==> config.mk <==
export PLATFORM = sky130hd
export DESIGN_NAME = tx_dcoffset
export DESIGN_NICKNAME = d
export VERILOG_FILES = /design/src/rtl/tx_dcoffset_pkg.sv /design/src/rtl/tx_dcoffset_add_sat16.sv /design/src/rtl/tx_dcoffset.sv
export SDC_FILE = /design/constraint.sdc
export NUM_CORES = 1
export LEC_CHECK = 0
export BUFFER_PORTS_ARGS = -buffer_cell sky130_fd_sc_hd__buf_2
export CAP_MARGIN = 20
export CELL_PAD_IN_SITES_DETAIL_PLACEMENT = 1
export CELL_PAD_IN_SITES_GLOBAL_PLACEMENT = 2
export CORE_ASPECT_RATIO = 1.4
export CORE_MARGIN = 5
export CORE_UTILIZATION = 34
export DETAILED_ROUTE_END_ITERATION = 16
export MAX_ROUTING_LAYER = met4
export PLACE_DENSITY = 0.79
export SYNTH_ARGS = -nofsm -noshare
export SYNTH_HDL_FRONTEND = slang
export SYNTH_SLANG_ARGS = --single-unit
==> constraint.sdc <==
create_clock -name clock -period 4.6 [get_ports clock]
set_input_delay 0.92 -clock clock [delete_from_list [all_inputs] [get_ports clock]]
set_output_delay 0.92 -clock clock [all_outputs]
set_load 0.05 [all_outputs]
==> src/rtl/tx_dcoffset_pkg.sv <==
// Shared definitions for the TX DC-offset correction blocks.
//   SAMPLE_W                : DAC sample width
//   ADDR_TX_DCOFF_I/_Q      : control-bus register addresses for the I and Q instances
//   OFFSET_LSB/MSB          : signed offset field inside the 32-bit write word
//   IMMEDIATE_BIT           : 1 = load the offset at once, 0 = slew toward it
//   dco_state_t             : offset-slew FSM state encoding
package tx_dcoffset_pkg;

    localparam int SAMPLE_W      = 16;

    localparam logic [6:0] ADDR_TX_DCOFF_I = 7'd20;
    localparam logic [6:0] ADDR_TX_DCOFF_Q = 7'd21;

    localparam int OFFSET_LSB    = 0;
    localparam int OFFSET_MSB    = 15;
    localparam int IMMEDIATE_BIT = 31;

    typedef enum logic {
        ST_IDLE = 1'b0,
        ST_RAMP = 1'b1
    } dco_state_t;

endpackage

==> src/rtl/tx_dcoffset_add_sat16.sv <==
// add_sat16: combinational signed 16+16 adder with saturation to the
// 16-bit signed range. Shared by the TX correction blocks.
//   i_a, i_b : signed operands
//   o_sum    : saturated signed sum
module add_sat16
    import tx_dcoffset_pkg::*;
(
    input  logic [SAMPLE_W-1:0] i_a,
    input  logic [SAMPLE_W-1:0] i_b,
    output logic [SAMPLE_W-1:0] o_sum
);

    logic [SAMPLE_W:0] w_sum;

    assign w_sum = {i_a[SAMPLE_W-1], i_a} + {i_b[SAMPLE_W-1], i_b};

    // The two top bits of the sign-extended sum disagree exactly on overflow;
    // the extra bit then carries the true sign.
    always_comb begin
        o_sum = w_sum[SAMPLE_W-1:0];
        if (w_sum[SAMPLE_W] != w_sum[SAMPLE_W-1]) begin
            o_sum = w_sum[SAMPLE_W] ? {1'b1, {(SAMPLE_W-1){1'b0}}}
                                    : {1'b0, {(SAMPLE_W-1){1'b1}}};
        end
    end

endmodule

==> src/rtl/tx_dcoffset.sv <==
// tx_dcoffset: adds a host-programmed signed DC offset to one DAC sample
// stream, with saturation. Offset changes are slewed by RAMP_STEP per
// enabled sample, or loaded immediately when the write requests it.
//   clock, reset          : system clock, synchronous active-low reset
//   enable                : 0 = bypass samples and freeze the slew
//   strobe_in, dac_in     : input sample and its valid
//   dac_out, strobe_out   : corrected sample (registered) and its valid
//   serial_addr/data/strobe : control-bus register write
//   ramp_busy             : applied offset has not yet reached the target
//
// state | meaning
// IDLE  | applied offset equals target, held
// RAMP  | applied offset steps toward target on each enabled sample
module tx_dcoffset
    import tx_dcoffset_pkg::*;
#(
    parameter logic [6:0] MYADDR    = 7'd0,
    parameter int         RAMP_STEP = 16
)(
    input  logic                clock,
    input  logic                reset,
    input  logic                enable,
    input  logic                strobe_in,
    input  logic [SAMPLE_W-1:0] dac_in,
    output logic [SAMPLE_W-1:0] dac_out,
    output logic                strobe_out,
    input  logic [6:0]          serial_addr,
    input  logic [31:0]         serial_data,
    input  logic                serial_strobe,
    output logic                ramp_busy
);

    localparam logic [SAMPLE_W-1:0] STEP16 = SAMPLE_W'(RAMP_STEP);
    localparam logic [SAMPLE_W:0]   STEP17 = (SAMPLE_W+1)'(RAMP_STEP);

    dco_state_t          r_state;
    dco_state_t          w_next_state;
    logic [SAMPLE_W-1:0] r_cur_off;
    logic [SAMPLE_W-1:0] r_target;
    logic [SAMPLE_W-1:0] w_next_cur;
    logic [SAMPLE_W-1:0] w_next_tgt;
    logic [SAMPLE_W-1:0] r_dac_out;
    logic                r_strobe_out;
    logic                r_ramp_busy;

    logic                w_wr;
    logic                w_wr_imm;
    logic [SAMPLE_W-1:0] w_wr_val;
    logic [SAMPLE_W:0]   w_diff;
    logic [SAMPLE_W:0]   w_abs_diff;
    logic [SAMPLE_W-1:0] w_sum_sat;

    assign w_wr     = serial_strobe && (serial_addr == MYADDR);
    assign w_wr_imm = serial_data[IMMEDIATE_BIT];
    assign w_wr_val = serial_data[OFFSET_MSB:OFFSET_LSB];

    // One extra bit so target - cur_off cannot overflow.
    assign w_diff     = {r_target[SAMPLE_W-1], r_target} - {r_cur_off[SAMPLE_W-1], r_cur_off};
    assign w_abs_diff = w_diff[SAMPLE_W] ? (~w_diff + 1'b1) : w_diff;

    add_sat16 u_add_sat16 (
        .i_a   (dac_in),
        .i_b   (r_cur_off),
        .o_sum (w_sum_sat)
    );

    // A register write takes precedence over a slew step on the same edge.
    always_comb begin
        w_next_state = r_state;
        w_next_cur   = r_cur_off;
        w_next_tgt   = r_target;
        if (w_wr) begin
            w_next_tgt = w_wr_val;
            if (w_wr_imm) begin
                w_next_cur   = w_wr_val;
                w_next_state = ST_IDLE;
            end else begin
                w_next_state = (w_wr_val != r_cur_off) ? ST_RAMP : ST_IDLE;
            end
        end else if ((r_state == ST_RAMP) && strobe_in && enable) begin
            if (w_abs_diff <= STEP17) begin
                w_next_cur   = r_target;
                w_next_state = ST_IDLE;
            end else if (w_diff[SAMPLE_W]) begin
                w_next_cur = r_cur_off - STEP16;
            end else begin
                w_next_cur = r_cur_off + STEP16;
            end
        end
    end

    always_ff @(posedge clock) begin
        if (!reset) begin
            r_state      <= ST_IDLE;
            r_cur_off    <= '0;
            r_target     <= '0;
            r_ramp_busy  <= 1'b0;
            r_dac_out    <= '0;
            r_strobe_out <= 1'b0;
        end else begin
            r_state      <= w_next_state;
            r_cur_off    <= w_next_cur;
            r_target     <= w_next_tgt;
            r_ramp_busy  <= (w_next_state == ST_RAMP);
            r_strobe_out <= strobe_in;
            if (strobe_in) begin
                r_dac_out <= enable ? w_sum_sat : dac_in;
            end
        end
    end

    assign dac_out    = r_dac_out;
    assign strobe_out = r_strobe_out;
    assign ramp_busy  = r_ramp_busy;

endmodule

# Word level (Yosys, flattened, before mapping)
# Index checks and enable logic that the tools add are counted.
[totals]
in_bits = 60
reg_bits = 50
output_inout_bits = 18
[op_classes]
addsub = 5
n_bitwise = 1
n_reduce_logical = 8
order_cmp = 1
muxes = 14
n_eq_ne = 3
[op_table]
columns = ["op", "n"]
rows = [
  ["$mux W16", 8],
  ["$add A16 B16 Y17", 1],
  ["$add A17 B1 Y17 const B", 1],
  ["$le A17 B5 Y1 const B", 1],
  ["$mux W17", 1],
  ["$not A17 Y17", 1],
  ["$sub A16 B16 Y17", 1],
  ["$add A16 B5 Y16 const B", 1],
  ["$ne A16 B16 Y1", 1],
  ["$sub A16 B5 Y16 const B", 1],
  ["$logic_not A7 Y1", 1],
  ["$mux W1", 5],
  ["$reduce_and A2 Y1", 2],
  ["$reduce_bool A2 Y1", 2],
  ["$logic_and A1 B1 Y1", 3],
  ["$ne A2 B2 Y1 const B", 1],
  ["$ne A1 B1 Y1", 1],
]

# Longest topological paths before layout
[depth]
ltp_word = 8
ltp_mapped = 20
depth_no_buf = 20

# By module
# A second synthesis with hierarchy kept.
[unflattened]
hier_cells = 729
area_unflattened_um2 = 5801.8
[modules_own_cells]
columns = ["module", "cells_each", "area_each_um2", "instances"]
rows = [
  ["tx_dcoffset", 544, 4436.8, 1],
  ["add_sat16", 185, 1365.1, 1],
]

# Worst setup path before layout
# OpenSTA, ideal clock, no wires.
[synth_path]
path_kind = "reg-to-reg"
from = "reg r_cur_off[0]"
to = "reg r_cur_off[15]"
stages_incl_launch_ff = 20
required_ns = 4.462
path_slack_ns = 0.391
t_arrival_ns = 4.071
n_path_buf = 0
path_cell_list = "dfxtp_1 > ha_1 > fa_1 > nand2b_1 > a21o_1 > a21o_1 > and3_1 > o31ai_4 > inv_1 > ha_1 > a21o_1 > a21oi_1 > o21bai_1 > a21oi_1 > o21bai_1 > a41oi_1 > a211oi_1 > xnor2_1 > a311oi_1 > a311oi_1"
[synth_between]
elab_chain_cells = 8
[synth_rtl]
columns = ["element", "line_no", "text"]
rows = [
  ["start: declaration", "tx_dcoffset.sv:38", "logic [SAMPLE_W-1:0] r_cur_off;"],
  ["start signal: assignment", "tx_dcoffset.sv:102", "r_cur_off <= w_next_cur;"],
  ["$sub A16 B16 Y17", "tx_dcoffset.sv:58", "assign w_diff = {r_target[SAMPLE_W-1], r_target} - {r_cur_off[SAMPLE_W-1], r_cur_off};"],
  ["$not A17 Y17", "tx_dcoffset.sv:59", "assign w_abs_diff = w_diff[SAMPLE_W] ? (~w_diff + 1'b1) : w_diff;"],
  ["$add A17 B1 Y17", "tx_dcoffset.sv:59", ""],
  ["$mux W17", "tx_dcoffset.sv:59", ""],
  ["$le A17 B5 Y1", "tx_dcoffset.sv:81", "if (w_abs_diff <= STEP17) begin"],
  ["$mux W16 (*)", "tx_dcoffset.sv:81", ""],
  ["$mux W16 (*)", "tx_dcoffset.sv:80", "end else if ((r_state == ST_RAMP) && strobe_in && enable) begin"],
  ["$mux W16 (*)", "tx_dcoffset.sv:72", "if (w_wr) begin"],
]
# Mark *: on every way between the ends. The rest lies on a longest branch, timed or not. The select of a mux whose other input is x is not followed.
# A chain may end at the register's enable or synchronous reset.

# Worst setup path in the final report
[layout_path]
from = "reg r_target[0]"
to = "reg r_cur_off[15]"
[layout_between]
elab_chain_cells = 8
[layout_rtl]
columns = ["element", "line_no", "text"]
rows = [
  ["start: declaration", "tx_dcoffset.sv:39", "logic [SAMPLE_W-1:0] r_target;"],
  ["start signal: assignment", "tx_dcoffset.sv:103", "r_target <= w_next_tgt;"],
  ["$sub A16 B16 Y17 (*)", "tx_dcoffset.sv:58", ""],
  ["$not A17 Y17", "tx_dcoffset.sv:59", ""],
  ["$add A17 B1 Y17", "tx_dcoffset.sv:59", ""],
  ["$mux W17", "tx_dcoffset.sv:59", ""],
  ["$le A17 B5 Y1", "tx_dcoffset.sv:81", ""],
  ["$mux W16 (*)", "tx_dcoffset.sv:81", ""],
  ["$mux W16 (*)", "tx_dcoffset.sv:80", ""],
  ["$mux W16 (*)", "tx_dcoffset.sv:72", ""],
]
# Marks and branches as above.

==> results.json <==
{
  "synth_top_family_by_area": "compound AO/OA/AOI/OAI gates",
  "start_kind": "register",
  "utilization": 0.397,
  "clk_latency_ps": 300,
  "critPathKind": "register to register",
  "status": "completed",
  "end_kind": "register",
  "period_minus_slack_ps": 4290,
  "grt_pass1_wl_mm": 29.1,
  "grt_usage": 0.208,
  "ys.flop_type": "dfxtp_1",
  "cts_root_buffer": "clkbuf_16",
  "synthCells": 668,
  "fmax_ghz": 0.233,
  "design_area_sq_um": 5890,
  "final_cell_mix": "65 x nand2_1, 62 x buf_2, 50 x dfxtp_1",
  "cts_made_buffers": 5,
  "hp-class": "register to register",
  "start_util": 0.343,
  "muxShareOfSynthArea": 0.0184,
  "synth_edf_count": 0,
  "synth_cell_type_count": 64,
  "maxSlewHeadroom": 0.356,
  "fp.dieW_microns": 114,
  "drv_slew": 0,
  "top_layer_used": "met4",
  "multi_input_area_sq_um": 3840,
  "clock_sinks": 50,
  "wl_per_cell_microns": 19.4,
  "wirelength_mm": 17.9,
  "dr_total_vias": 5354,
  "syn-num-nets": 774,
  "clock_skew_ps": 9.37,
  "slowest_delay_ps": 420,
  "final_common_cell": "nand2_1",
  "drtIter0Drc": 201,
  "ant_nets": 0,
  "syn_area_sq_um": 5100,
  "critical_path_required_ps": 4810,
  "synth_fa_ha_area_frac": 0.117,
  "synth-seq-area-share": 0.196,
  "cp_slowest_cell": "fa_1",
  "grt_pass1_vias": 5839,
  "wl_met2_mm": 9.75,
  "synthSimpleGateAreaFrac": 0.216,
  "antenna_found_initial": 0,
  "post_dp_cell_area_sq_um": 5700,
  "period_share": 0.932,
  "irDropWorstVdd_v": 0.000179,
  "synth_compound_area_frac": 0.314,
  "cp_max_fo": 13,
  "wl_met1_mm": 7.27,
  "h-tree-depth": 2,
  "tns_ps": 0,
  "drcViolationCount": 0,
  "p_per_area_nw_per_um2": 197,
  "clk_pin_slew_worst_paths_ps": 70,
  "synth-xor-area-share": 0.0807,
  "cts_tree": "built",
  "async_flop_share": 0,
  "syn_to_final_growth_pct": 15.5,
  "critical_path_arrival_ps": 4490,
  "grt_max_degree": 53,
  "avgSynthCellArea_sq_um": 7.64,
  "io_buffers": 62,
  "drive_gt1_frac": 0.162,
  "core_region_area_sq_um": 14900,
  "cts_buffer_depth": 2,
  "dieArea_sq_um": 17600,
  "worst_slew_pin_slew_ps": 965,
  "fillers": 1879,
  "finalPower_mw": 1.16,
  "rsz0062_at_grt": "no",
  "max_cap_viol_count": 0,
  "place.gp.congestion": 0.872,
  "dp_hpwl_mm": 14.2,
  "floorplan.die.height_microns": 155,
  "final_hold_viol_count": 0,
  "leakagePower_nw": 2.47,
  "ios": 78,
  "num_rows": 53,
  "register_area_sq_um": 1000,
  "synth_seq_cells": 50,
  "setup_viol": 0,
  "cts_hold_buf": 0,
  "antenna_cells": 0,
  "overflow": 0,
  "drt-vias-per-instance": 5.81,
  "worstPathCellList": "inv_1, ha_1, fa_1, nand2b_1, a21o_1, a21o_1, and3_1, o31ai_4, inv_2, buf_4, ha_1, inv_1, o21bai_1, a21oi_2, o21bai_2, a41oi_2, a211oi_2, xnor2_1, a311oi_1, a311oi_1",
  "yosysWarnings": 0,
  "first_pass_iters": 4,
  "wl_met3_microns": 338,
  "fin_nets": 835
}
==> synth_stat cells (16+ instances only) <==
cell / number / share of area
dfxtp_1: 50 / 0.20
nor2_1: 29 / 0.021
a31oi_1: 18 / 0.022
or3_1: 16 / 0.020
clkbuf_1: 18 / 0.013
o221ai_1: 20 / 0.034
nand2_1: 65 / 0.048
inv_1: 38 / 0.028
xor2_1: 22 / 0.038
o21ai_0: 33 / 0.032
ha_1: 43 / 0.11
a21oi_1: 49 / 0.048
xnor2_1: 25 / 0.043
==> per-layer routing <==
| layer | up-vias | global-route usage |
|---|---|---|
| met4 | 0 | 0.0710 |
| met3 | 26 | 0.0160 |
| met5 | - | - |
| met2 | 77 | 0.395 |
| li1 | 2623 | - |
| met1 | 2628 | 0.223 |
==> sequential cells by signal, summed over array words and instances (netlist names) <==
signal	cells
r_cur_off	16
r_target	16
ramp_busy	1
dac_out	16
strobe_out	1
==> power breakdown <==
group	total, mW	leakage [nW]	internal [mW]	switching, mW
clock	0.412	0.0801	0.233	0.179
sequential	0.451	0.407	0.445	0.00657
combinational	0.298	1.99	0.0996	0.198
==> critical path: cells and delay by family (launching register included) <==
kind	cells	cell delay [ps]
AO/OA/AOI/OAI	10	1890
XOR/XNOR	1	140
adder cells (fa/ha/maj)	3	970
buffers and inverters	4	440
flip-flops	1	340
AND/OR/NAND/NOR	2	400
==> metrics by stage <==
step,worst slack [ps],std cells,hold WS [ps]
global placement,152,914,460
detailed placement,53.2,914,488
global route,10.4,922,522
floorplan,391,668,456
finish,313,922,496
CTS,24.6,922,503
==> area by class of cell <==
type / count / area share
inverters: 38 / 0.0242
clock buffers: 7 / 0.0259
well taps: 192 / 0.0408
clock inverters: 1 / 0.00149
multi-input cells: 546 / 0.652
flip-flops and latches: 50 / 0.170
repair buffers: 88 / 0.0858
==> final timing paths <==
kind,slack (ps),start,depth (start not counted),end
worst min register to register,500,r_target[7],2,r_target[7]
worst max-delay path,310,r_target[0],20,r_cur_off[15]
worst max register to register,310,r_target[0],20,r_cur_off[15]
worst min-delay path,500,r_target[7],2,r_target[7]
==> cell families (layout without fill, tap and decap cells) <==
group,after synthesis,in the layout
flops,50,50
mux,9,9
buf+inv,72,134
simple gates,213,213
fa+ha+maj,46,46
xor+xnor,47,47
compound gates,231,231
==> repair_timing <==
item,in CTS,in global routing
setup endpoints to repair,0,4
resized for setup,0,8
setup buffers,0,0
Note: power is estimated with default switching activity, not from simulation.
